File: src/rtl/up_bus_arbiter_if.sv
// up_* register-bus bundle: per-requester request/completion signals plus the shared slave bus.
// arb is the arbiter's view, master the requesters', slave the regmaps'.
interface up_bus_arbiter_if #(
  parameter int unsigned NUM_MASTERS = 2,
  parameter int unsigned ADDR_WIDTH  = 14
);
  // Requester side, packed per master
  logic [NUM_MASTERS-1:0]            m_wreq;
  logic [NUM_MASTERS*ADDR_WIDTH-1:0] m_waddr;
  logic [NUM_MASTERS*32-1:0]         m_wdata;
  logic [NUM_MASTERS-1:0]            m_wack;
  logic [NUM_MASTERS-1:0]            m_rreq;
  logic [NUM_MASTERS*ADDR_WIDTH-1:0] m_raddr;
  logic [NUM_MASTERS-1:0]            m_rack;
  logic [31:0]                       m_rdata;
  logic [NUM_MASTERS-1:0]            m_err;

  // Shared slave bus
  logic                  up_wreq;
  logic [ADDR_WIDTH-1:0] up_waddr;
  logic [31:0]           up_wdata;
  logic                  up_wack;
  logic                  up_rreq;
  logic [ADDR_WIDTH-1:0] up_raddr;
  logic [31:0]           up_rdata;
  logic                  up_rack;

  logic busy;

  modport arb (
    input  m_wreq, m_waddr, m_wdata, m_rreq, m_raddr, up_wack, up_rdata, up_rack,
    output m_wack, m_rack, m_rdata, m_err, up_wreq, up_waddr, up_wdata, up_rreq, up_raddr, busy
  );

  modport master (
    output m_wreq, m_waddr, m_wdata, m_rreq, m_raddr,
    input  m_wack, m_rack, m_rdata, m_err, busy
  );

  modport slave (
    input  up_wreq, up_waddr, up_wdata, up_rreq, up_raddr,
    output up_wack, up_rdata, up_rack
  );
endinterface

File: src/rtl/up_rr_pick.sv
// Combinational round-robin picker: first set request at or after the pointer, as one-hot and index.
module up_rr_pick #(
  parameter int unsigned N    = 2,
  parameter int unsigned IdxW = (N > 1) ? $clog2(N) : 1
) (
  input  logic [N-1:0]    i_req,
  input  logic [IdxW-1:0] i_ptr,
  output logic [N-1:0]    o_gnt,
  output logic [IdxW-1:0] o_idx,
  output logic            o_valid
);
  logic [IdxW-1:0] w_k;

  always_comb begin
    o_gnt   = '0;
    o_idx   = '0;
    o_valid = 1'b0;
    w_k     = '0;
    for (int unsigned i = 0; i < N; i++) begin
      w_k = IdxW'((32'(i_ptr) + i) % N);
      if (!o_valid && i_req[w_k]) begin
        o_valid    = 1'b1;
        o_gnt[w_k] = 1'b1;
        o_idx      = w_k;
      end
    end
  end
endmodule

File: src/rtl/up_bus_arbiter.sv
// Round-robin sharing of one up_* register bus between NUM_MASTERS requesters, one transaction
// at a time, with a per-transaction ack timeout that completes with m_err and poisoned read data.
module up_bus_arbiter #(
  parameter int unsigned NUM_MASTERS = 2,
  parameter int unsigned ADDR_WIDTH  = 14,
  parameter int unsigned TIMEOUT     = 255
) (
  input logic             up_clk,
  input logic             up_rst,
  up_bus_arbiter_if.arb   bus
);
  localparam int unsigned IdxW   = (NUM_MASTERS > 1) ? $clog2(NUM_MASTERS) : 1;
  localparam logic [31:0] Poison = 32'hDEAD_DEAD;

  typedef enum logic [1:0] {StIdle, StWrWait, StRdWait} state_e;

  state_e                  r_state;
  logic [NUM_MASTERS-1:0]  r_pend_w, r_pend_r;
  logic [ADDR_WIDTH-1:0]   r_waddr_slot [NUM_MASTERS];
  logic [31:0]             r_wdata_slot [NUM_MASTERS];
  logic [ADDR_WIDTH-1:0]   r_raddr_slot [NUM_MASTERS];
  logic [IdxW-1:0]         r_ptr, r_gnt_idx;
  logic [NUM_MASTERS-1:0]  r_gnt_oh;
  logic [7:0]              r_timer;

  logic                    r_up_wreq, r_up_rreq;
  logic [ADDR_WIDTH-1:0]   r_up_waddr, r_up_raddr;
  logic [31:0]             r_up_wdata;
  logic [NUM_MASTERS-1:0]  r_m_wack, r_m_rack, r_m_err;
  logic [31:0]             r_m_rdata;

  logic [NUM_MASTERS-1:0]  w_pend, w_gnt;
  logic [IdxW-1:0]         w_idx, w_ptr_next;
  logic                    w_valid, w_timeout, w_wr_done, w_rd_done;

  assign w_pend     = r_pend_w | r_pend_r;
  assign w_timeout  = (r_timer == 8'(TIMEOUT));
  assign w_wr_done  = (r_state == StWrWait) && (bus.up_wack || w_timeout);
  assign w_rd_done  = (r_state == StRdWait) && (bus.up_rack || w_timeout);
  assign w_ptr_next = (r_gnt_idx == IdxW'(NUM_MASTERS - 1)) ? '0 : r_gnt_idx + 1'b1;

  up_rr_pick #(
    .N    (NUM_MASTERS),
    .IdxW (IdxW)
  ) u_pick (
    .i_req   (w_pend),
    .i_ptr   (r_ptr),
    .o_gnt   (w_gnt),
    .o_idx   (w_idx),
    .o_valid (w_valid)
  );

  // Capture slots: a slot is frozen while its pend bit is set, so the bus sees stable addr/data.
  // Completion clear wins over a same-cycle new request, which is dropped as a duplicate.
  always_ff @(posedge up_clk or posedge up_rst) begin
    if (up_rst) begin
      r_pend_w <= '0;
      r_pend_r <= '0;
      for (int unsigned i = 0; i < NUM_MASTERS; i++) begin
        r_waddr_slot[i] <= '0;
        r_wdata_slot[i] <= '0;
        r_raddr_slot[i] <= '0;
      end
    end else begin
      for (int unsigned i = 0; i < NUM_MASTERS; i++) begin
        if (w_wr_done && r_gnt_oh[i]) begin
          r_pend_w[i] <= 1'b0;
        end else if (bus.m_wreq[i] && !r_pend_w[i]) begin
          r_pend_w[i]     <= 1'b1;
          r_waddr_slot[i] <= bus.m_waddr[i*ADDR_WIDTH +: ADDR_WIDTH];
          r_wdata_slot[i] <= bus.m_wdata[i*32 +: 32];
        end
        if (w_rd_done && r_gnt_oh[i]) begin
          r_pend_r[i] <= 1'b0;
        end else if (bus.m_rreq[i] && !r_pend_r[i]) begin
          r_pend_r[i]     <= 1'b1;
          r_raddr_slot[i] <= bus.m_raddr[i*ADDR_WIDTH +: ADDR_WIDTH];
        end
      end
    end
  end

  always_ff @(posedge up_clk or posedge up_rst) begin
    if (up_rst) begin
      r_state    <= StIdle;
      r_ptr      <= '0;
      r_gnt_idx  <= '0;
      r_gnt_oh   <= '0;
      r_timer    <= '0;
      r_up_wreq  <= 1'b0;
      r_up_rreq  <= 1'b0;
      r_up_waddr <= '0;
      r_up_wdata <= '0;
      r_up_raddr <= '0;
      r_m_wack   <= '0;
      r_m_rack   <= '0;
      r_m_err    <= '0;
      r_m_rdata  <= '0;
    end else begin
      r_up_wreq <= 1'b0;
      r_up_rreq <= 1'b0;
      r_m_wack  <= '0;
      r_m_rack  <= '0;
      r_m_err   <= '0;
      case (r_state)
        StIdle: begin
          if (w_valid) begin
            r_gnt_idx <= w_idx;
            r_gnt_oh  <= w_gnt;
            r_timer   <= '0;
            // Write goes first when the same master has both kinds pending
            if (r_pend_w[w_idx]) begin
              r_up_wreq  <= 1'b1;
              r_up_waddr <= r_waddr_slot[w_idx];
              r_up_wdata <= r_wdata_slot[w_idx];
              r_state    <= StWrWait;
            end else begin
              r_up_rreq  <= 1'b1;
              r_up_raddr <= r_raddr_slot[w_idx];
              r_state    <= StRdWait;
            end
          end
        end
        StWrWait: begin
          if (w_wr_done) begin
            r_m_wack <= r_gnt_oh;
            r_m_err  <= bus.up_wack ? '0 : r_gnt_oh;
            r_ptr    <= w_ptr_next;
            r_state  <= StIdle;
          end else begin
            r_timer <= r_timer + 8'd1;
          end
        end
        StRdWait: begin
          if (w_rd_done) begin
            r_m_rack  <= r_gnt_oh;
            r_m_err   <= bus.up_rack ? '0 : r_gnt_oh;
            r_m_rdata <= bus.up_rack ? bus.up_rdata : Poison;
            r_ptr     <= w_ptr_next;
            r_state   <= StIdle;
          end else begin
            r_timer <= r_timer + 8'd1;
          end
        end
        default: r_state <= StIdle;
      endcase
    end
  end

  assign bus.up_wreq  = r_up_wreq;
  assign bus.up_waddr = r_up_waddr;
  assign bus.up_wdata = r_up_wdata;
  assign bus.up_rreq  = r_up_rreq;
  assign bus.up_raddr = r_up_raddr;
  assign bus.m_wack   = r_m_wack;
  assign bus.m_rack   = r_m_rack;
  assign bus.m_err    = r_m_err;
  assign bus.m_rdata  = r_m_rdata;
  assign bus.busy     = (r_state != StIdle);
endmodule

File: src/flat_wrapper.sv
// flat-port wrapper written by rule: the top's interface ports become plain ports
module up_bus_arbiter_flat 
#(
  parameter int unsigned NUM_MASTERS = 2,
  parameter int unsigned ADDR_WIDTH  = 14,
  parameter int unsigned TIMEOUT     = 255
)
  (up_clk, up_rst, bus_m_wreq, bus_m_waddr, bus_m_wdata, bus_m_rreq, bus_m_raddr, bus_up_wack, bus_up_rdata, bus_up_rack, bus_m_wack, bus_m_rack, bus_m_rdata, bus_m_err, bus_up_wreq, bus_up_waddr, bus_up_wdata, bus_up_rreq, bus_up_raddr, bus_busy);
  up_bus_arbiter_if #(.NUM_MASTERS(NUM_MASTERS), .ADDR_WIDTH(ADDR_WIDTH)) bus_i ();
  input logic up_clk;
  input logic up_rst;
  input wire logic [$bits(bus_i.m_wreq)-1:0] bus_m_wreq;
  input wire logic [$bits(bus_i.m_waddr)-1:0] bus_m_waddr;
  input wire logic [$bits(bus_i.m_wdata)-1:0] bus_m_wdata;
  input wire logic [$bits(bus_i.m_rreq)-1:0] bus_m_rreq;
  input wire logic [$bits(bus_i.m_raddr)-1:0] bus_m_raddr;
  input wire logic [$bits(bus_i.up_wack)-1:0] bus_up_wack;
  input wire logic [$bits(bus_i.up_rdata)-1:0] bus_up_rdata;
  input wire logic [$bits(bus_i.up_rack)-1:0] bus_up_rack;
  output wire logic [$bits(bus_i.m_wack)-1:0] bus_m_wack;
  output wire logic [$bits(bus_i.m_rack)-1:0] bus_m_rack;
  output wire logic [$bits(bus_i.m_rdata)-1:0] bus_m_rdata;
  output wire logic [$bits(bus_i.m_err)-1:0] bus_m_err;
  output wire logic [$bits(bus_i.up_wreq)-1:0] bus_up_wreq;
  output wire logic [$bits(bus_i.up_waddr)-1:0] bus_up_waddr;
  output wire logic [$bits(bus_i.up_wdata)-1:0] bus_up_wdata;
  output wire logic [$bits(bus_i.up_rreq)-1:0] bus_up_rreq;
  output wire logic [$bits(bus_i.up_raddr)-1:0] bus_up_raddr;
  output wire logic [$bits(bus_i.busy)-1:0] bus_busy;
  assign bus_i.m_wreq = bus_m_wreq;
  assign bus_i.m_waddr = bus_m_waddr;
  assign bus_i.m_wdata = bus_m_wdata;
  assign bus_i.m_rreq = bus_m_rreq;
  assign bus_i.m_raddr = bus_m_raddr;
  assign bus_i.up_wack = bus_up_wack;
  assign bus_i.up_rdata = bus_up_rdata;
  assign bus_i.up_rack = bus_up_rack;
  assign bus_m_wack = bus_i.m_wack;
  assign bus_m_rack = bus_i.m_rack;
  assign bus_m_rdata = bus_i.m_rdata;
  assign bus_m_err = bus_i.m_err;
  assign bus_up_wreq = bus_i.up_wreq;
  assign bus_up_waddr = bus_i.up_waddr;
  assign bus_up_wdata = bus_i.up_wdata;
  assign bus_up_rreq = bus_i.up_rreq;
  assign bus_up_raddr = bus_i.up_raddr;
  assign bus_busy = bus_i.busy;
  up_bus_arbiter #(.NUM_MASTERS(NUM_MASTERS), .ADDR_WIDTH(ADDR_WIDTH), .TIMEOUT(TIMEOUT)) u_core (.up_clk(up_clk), .up_rst(up_rst), .bus(bus_i));
endmodule
File: config.mk
export PLATFORM = sky130hd
export DESIGN_NAME = up_bus_arbiter_flat
export DESIGN_NICKNAME = d
export VERILOG_FILES = /design/src/rtl/up_bus_arbiter_if.sv /design/src/rtl/up_rr_pick.sv /design/src/rtl/up_bus_arbiter.sv /design/src/flat_wrapper.sv
export SDC_FILE = /design/constraint.sdc
export NUM_CORES = 1
export LEC_CHECK = 0
export CAP_MARGIN = 40
export CORE_MARGIN = 5
export CORE_UTILIZATION = 53
export CTS_BUF_LIST = sky130_fd_sc_hd__clkbuf_16
export DETAILED_ROUTE_END_ITERATION = 7
export PLACE_DENSITY = 0.89
export SYNTH_ARGS = -nofsm -noshare
export SYNTH_HDL_FRONTEND = slang
export SYNTH_SLANG_ARGS = --single-unit
export TNS_END_PERCENT = 10
File: constraint.sdc
create_clock -name up_clk -period 19.08 [get_ports up_clk]
set_input_delay 3.816 -clock up_clk [delete_from_list [all_inputs] [get_ports up_clk]]
set_output_delay 3.816 -clock up_clk [all_outputs]
set_load 0.01 [all_outputs]
Yosys cells after proc, flatten, opt, wreduce, memory -nomap -nowiden --
Index checks and enable logic that the tools add are counted.
Storage, ports and cells: bits in registers 238, latch bits 0, bits in writable memories 0, memory bits (read-only) 0, bits of input ports 160, output and inout port bits 101, logic and storage cells 150, memories kept 0
Operators by class: add/sub/neg operators 3, multipliers 0, divide/modulo/power cells 0, magnitude comparators 6, equality and inequality tests 8, shifts and indexed selects 0, mux-type cells 62, bitwise logic cells 8, reductions and logical operators 39
Operators by type and width (count):
- $mux 32 | 4
- $mux 14 | 6
- $mux 1 | 29
- $mux 2 | 14
- $mux 8 | 3
- $pmux 8 s3 | 1
- $logic_and 1x1->1 | 13
- $reduce_and 2->1 | 6
- $reduce_and 3->1 | 4
- $reduce_bool 2->1 | 6
- $add 8x1->8 const B | 1
- $eq 8x8->1 const B | 1
- $lt 1x2->1 const B | 3
- $ne 2x2->1 const B | 3
- $pmux 2 s3 | 1
- $logic_not 1->1 | 5
- $not 1->1 | 5
- $ne 2x1->1 const B | 2
- $or 2x2->2 | 2
- $pmux 2 s2 | 1
- $reduce_and 4->1 | 1
- $reduce_bool 3->1 | 1
- $add 1x1->1 const B | 2
- $demux 1 s1 | 2
- 8 further kinds | 10

Logic depth before layout (Yosys ltp) --
depth after elaboration 12, gate-level depth with buffers 9, mapped depth without buffers 7

Hierarchy --
Synthesis repeated with hierarchy kept, for this count alone.
Second synthesis, totals: cell total of the unflattened synthesis 721, area total of the unflattened synthesis 9863.2 um2
Modules (own cells, without submodules):
- up_bus_arbiter | times used 1, cells each 716, area each 9830.7 um2, seq. area each 5955.7 um2
- up_rr_pick | times used 1, cells each 5, area each 32.5 um2, seq. area each 0.0 um2

Worst setup path after synthesis --
No wires, ideal clock.
path type input to register, from input bus_up_rack, to register u_core.r_raddr_slot[14] in the netlist's numbering, library setup time 125 ps, arrival 5169 ps, data required time 18955 ps, slack 13786 ps, stages 6, buffers on the path 1, path through nand2_1 > o21ai_4 > and2_1 > nor3b_2 > buf_2 > mux2_2
On the way: cells in the longest elaborated chain, start to end 5
RTL lines:
- from (decl) | line flat_wrapper.sv:19 | input wire logic [$bits(bus_i.up_rack)-1:0] bus_up_rack;
- $logic_or 1x1->1 | line up_bus_arbiter.sv:39 | assign w_rd_done = (r_state == StRdWait) && (bus.up_rack || w_timeout);
- $logic_and 1x1->1 | line up_bus_arbiter.sv:39
- $logic_and 1x1->1 | line up_bus_arbiter.sv:73 | if (w_rd_done && r_gnt_oh[i]) begin
- $not 1->1 (no line)
- $reduce_and 2->1 (no line)
- to (signal, indexed assignment) | line up_bus_arbiter.sv:77 | r_raddr_slot[i] <= bus.m_raddr[i*ADDR_WIDTH +: ADDR_WIDTH];
- to (decl) | line up_bus_arbiter.sv:21 | logic [ADDR_WIDTH-1:0] r_raddr_slot [NUM_MASTERS];
Every way passes these cells. A chain may end at the register's enable or synchronous reset.

Final worst setup path --
from input bus_up_rack, to register u_core.r_raddr_slot[9] in the netlist's numbering
The elaborated chain is that of the path after synthesis.

==> reports/summary.txt <==
TNS Setup: 0 ns
main flop type after synthesis: dfrtp_1
vias in the first global route: 7,184
flops & latches, synth: 238
H-tree depth: 1
Area Growth Syn to Fin: 35.83%
die footprint: 21,630 um2
TritonCTS clock tree: built
Pint: 1.506 mW
grt ovf: 0
Crit Path Max Fanout: 26
Tcrit/Tclk final: 33.03%
Clock Sinks: 238
Total Routing Usage GR: 22.00%
Post-synth EDFFs: 0
Async SR Flop Fraction: 100.0%
DRT iter0 DRCs: 309
clk_lat worst skew: 0.50 ns
pwr/cell area: 163.7 nW/um2
top post-synthesis cells by count: dfrtp_1, nand2_1, mux2_4, o21ai_0, mux2_2
Die X: 147.1 um
Synth cell types: 39
cell area after synthesis: 9960 um2
clock buffer count from CTS: 25
reg2reg end: u_core.r_raddr_slot[9]$_DFFE_PP0P_
final setup violating endpoints: 0
# diodes: 0
Gate power share: 40.4%
Final Hold Vio Count: 0
first-pass GRT wire length: 38,730 um
busiest layer in global routing: met2
critical-path cell with the highest stage delay: nand2_1
HPWL Detailed: 16,360 um
pin count of the biggest net entering global routing: 108
post-synth top area share: 59.80%
met3 Track Usage GR: 8.020%
CTS Buffer Depth: 3
reg2reg start: u_core.r_state[0]$_DFFE_PP0P_
CP Class: in -> reg
relative slew slack: 38.90%
share of layout cells above drive strength 1: 18.96%
worst slack at placement: 12.29 ns
RSZ-0062 raised after global routing: no
clk root buf: clkbuf_16
Slew Limit Fails: 0
Hold Path Sink: u_core.r_ptr$_DFFE_PP0P_
Routed wire per std cell: 19.35 um
crit path DAT: 6.68 ns
Sw Share: 32.01%
Max Fclk: 158.7 MHz
minimum clock period: 6.302 ns
Synth area leader: dfrtp_1
Post-Synthesis Cells: 730
Max IR drop VDD: 0.1030 mV
Starting Density: 53.60%
Clk pwr share: 19.6%
Fin Clk Skew: 0.006358 ns
Fillers: 1,179
grt met1 use: 27.50%
max cap viols: 0
synth top area cells: dfrtp_1, mux2_4, mux2_2
Setup crit end kind: flip-flop
DRT Wirelength: 23,920 um
reg-to-reg slack, setup: 15.83 ns
final worst setup slack: 12.78 ns
cell count after placement: 1,195
crit-path max cell delay: 0.70 ns
dpl cell area: 12,810 um2
GRT met2 Usage: 36.73%
Placer Congestion: 0.7548
CP startpoint kind: input port
setup bufs post-CTS: 0
Die H: 147.1 um
Hold Path Class: reg -> reg
post-synthesis sequential area ratio: 59.80%
Req. time, crit path: 19.46 ns
leak pwr: 5.979 nW
PortBufs: 260
routed vias: 6,691
drc violations: 0
Nets: 1,153
worst hold margin: 0.4574 ns
hold_sp: u_core.r_gnt_idx$_DFFE_PP0N_
Net Sw Power: 709.0 uW
TritonRoute pass-1 iters: 4
Yosys Warn Count: 0
Top Ports: 261
slew of the pin with the lowest slew margin: 0.9142 ns
Sequential Power Share: 40.0%
post-route non-filler standard cell count: 1,236
Hold Path Depth: 1
Final Cell Area: 13,530 um2
initial antenna violation count: 0
cells along the critical path: clkdlybuf4s50_1 > nand2_1 > o21ai_4 > and2_1 > nor3b_2 > buf_4 > mux2_2
Syn Area/Cell: 13.64 um2
Syn Nets: 895
DRT antenna net count: 0
Resized cells post-CTS: 0
# hold bufs at CTS: 0
FP Rows: 50
routed vias/inst: 5.413
Clock transition at path regs: 0.06 ns
status: finished, final reports clean
Worst R2R Path Depth: 8
Core ar.: 18,580 um2
top-count cell post-synth: dfrtp_1
[critical path, delay by kind of cell]
family                 cells  cell delay (ns)
multiplexers               1             0.36
AO/OA/AOI/OAI              1             0.40
AND/OR/NAND/NOR            3             1.36
buffers and inverters      2             0.73
[power by group through the flow]
stage          Combinational (mW)  Sequential (mW)  Clock, mW
2_1_floorplan               0.522            0.895          0
3_3_place_gp                0.861            0.878          0
3_5_place_dp                0.901            0.889          0
4_1_cts                     0.911            0.886      0.444
5_1_grt                     0.975            0.914      0.465
6_report                    0.896            0.885      0.434
[flip-flops by register name, summed over array words and instances, names as in the netlist]
| register | cells |
|---|---|
| u_core.r_gnt_idx | 1 |
| u_core.bus.up_waddr | 14 |
| u_core.bus.m_wack | 2 |
| u_core.r_timer | 8 |
| u_core.r_state | 2 |
| u_core.bus.m_err | 2 |
| u_core.bus.m_rack | 2 |
| u_core.r_pend_w | 2 |
| u_core.bus.up_wreq | 1 |
| u_core.bus.m_rdata | 32 |
| u_core.bus.up_rreq | 1 |
| u_core.r_wdata_slot | 64 |
| u_core.r_raddr_slot | 28 |
| u_core.r_pend_r | 2 |
| u_core.r_gnt_oh | 2 |
| u_core.bus.up_raddr | 14 |
| u_core.r_ptr | 1 |
| u_core.r_waddr_slot | 28 |
| u_core.bus.up_wdata | 32 |
[layer usage]
layer	vias up	wire length, um
met3	47	2224
met4	0	508
met2	240	11470
li1	3074	-
met5	-	0
met1	3330	9718
[how the worst max path moves through the flow]
stage | startpoint | end | slack [ns] | cells after the start
finish | bus_up_rack | u_core.r_raddr_slot[9]$_DFFE_PP0P_ | 12.78 | 7
global route | bus_up_rack | u_core.r_raddr_slot[9]$_DFFE_PP0P_ | 12.63 | 7
CTS | bus_up_rack | u_core.r_raddr_slot[9]$_DFFE_PP0P_ | 12.81 | 7
detailed placement | bus_up_rack | u_core.r_raddr_slot[9]$_DFFE_PP0P_ | 12.29 | 7
global placement | bus_up_rack | u_core.r_raddr_slot[16]$_DFFE_PP0P_ | 12.08 | 6
floorplan | up_rst | u_core.bus.m_err[0]$_DFF_PP0_ | 8.73 | 1
[cells in the final DEF (no fill, tap or decap), types with 3 or more instances in the layout]
| cell type | count |
|---|---|
| nand3_1 | 5 |
| mux2i_1 | 46 |
| clkinv_1 | 6 |
| clkdlybuf4s50_1 | 260 |
| and2_1 | 7 |
| buf_4 | 9 |
| o21ai_0 | 58 |
| clkbuf_16 | 25 |
| nand2_1 | 102 |
| nor2_1 | 11 |
| mux2_2 | 54 |
| mux2_4 | 80 |
| ha_1 | 5 |
| o22a_1 | 23 |
| inv_1 | 13 |
| a21oi_1 | 4 |
| clkinv_2 | 6 |
| o21a_1 | 4 |
| dfrtp_1 | 238 |
| buf_16 | 3 |
| a22o_1 | 12 |
[cell families (layout without fill, tap and decap cells)]
group | count (synthesis) | count (layout) | share of synthesized area [%]
AO/OA/AOI/OAI | 115 | 115 | 7.689
adder cells (fa/ha/maj) | 5 | 5 | 0.6281
buffers and inverters | 52 | 324 | 2.801
flip-flops | 238 | 238 | 59.80
multiplexers | 180 | 180 | 22.79
AND/OR/NAND/NOR | 140 | 140 | 6.294
[stage by stage]
step	power, mW	utilization, %
detailed placement	1.790	68.94
global placement	1.739	68.41
global route	2.355	72.81
finish	2.215	72.81
CTS	2.240	72.81
floorplan	1.417	-
[layout make-up]
cell class                      count  area (um2)  area share, %
Timing Repair Buffer              272        2753          20.35
Sequential cell                   238        5956          44.03
Clock buffer                       25       625.6          4.624
Tap cell                          234       292.8          2.164
Clock inverter                     16       93.84         0.6937
Multi-Input combinational cell    440        3759          27.78
Inverter                           11       48.80         0.3607
Power figures use the tool's default switching activity.
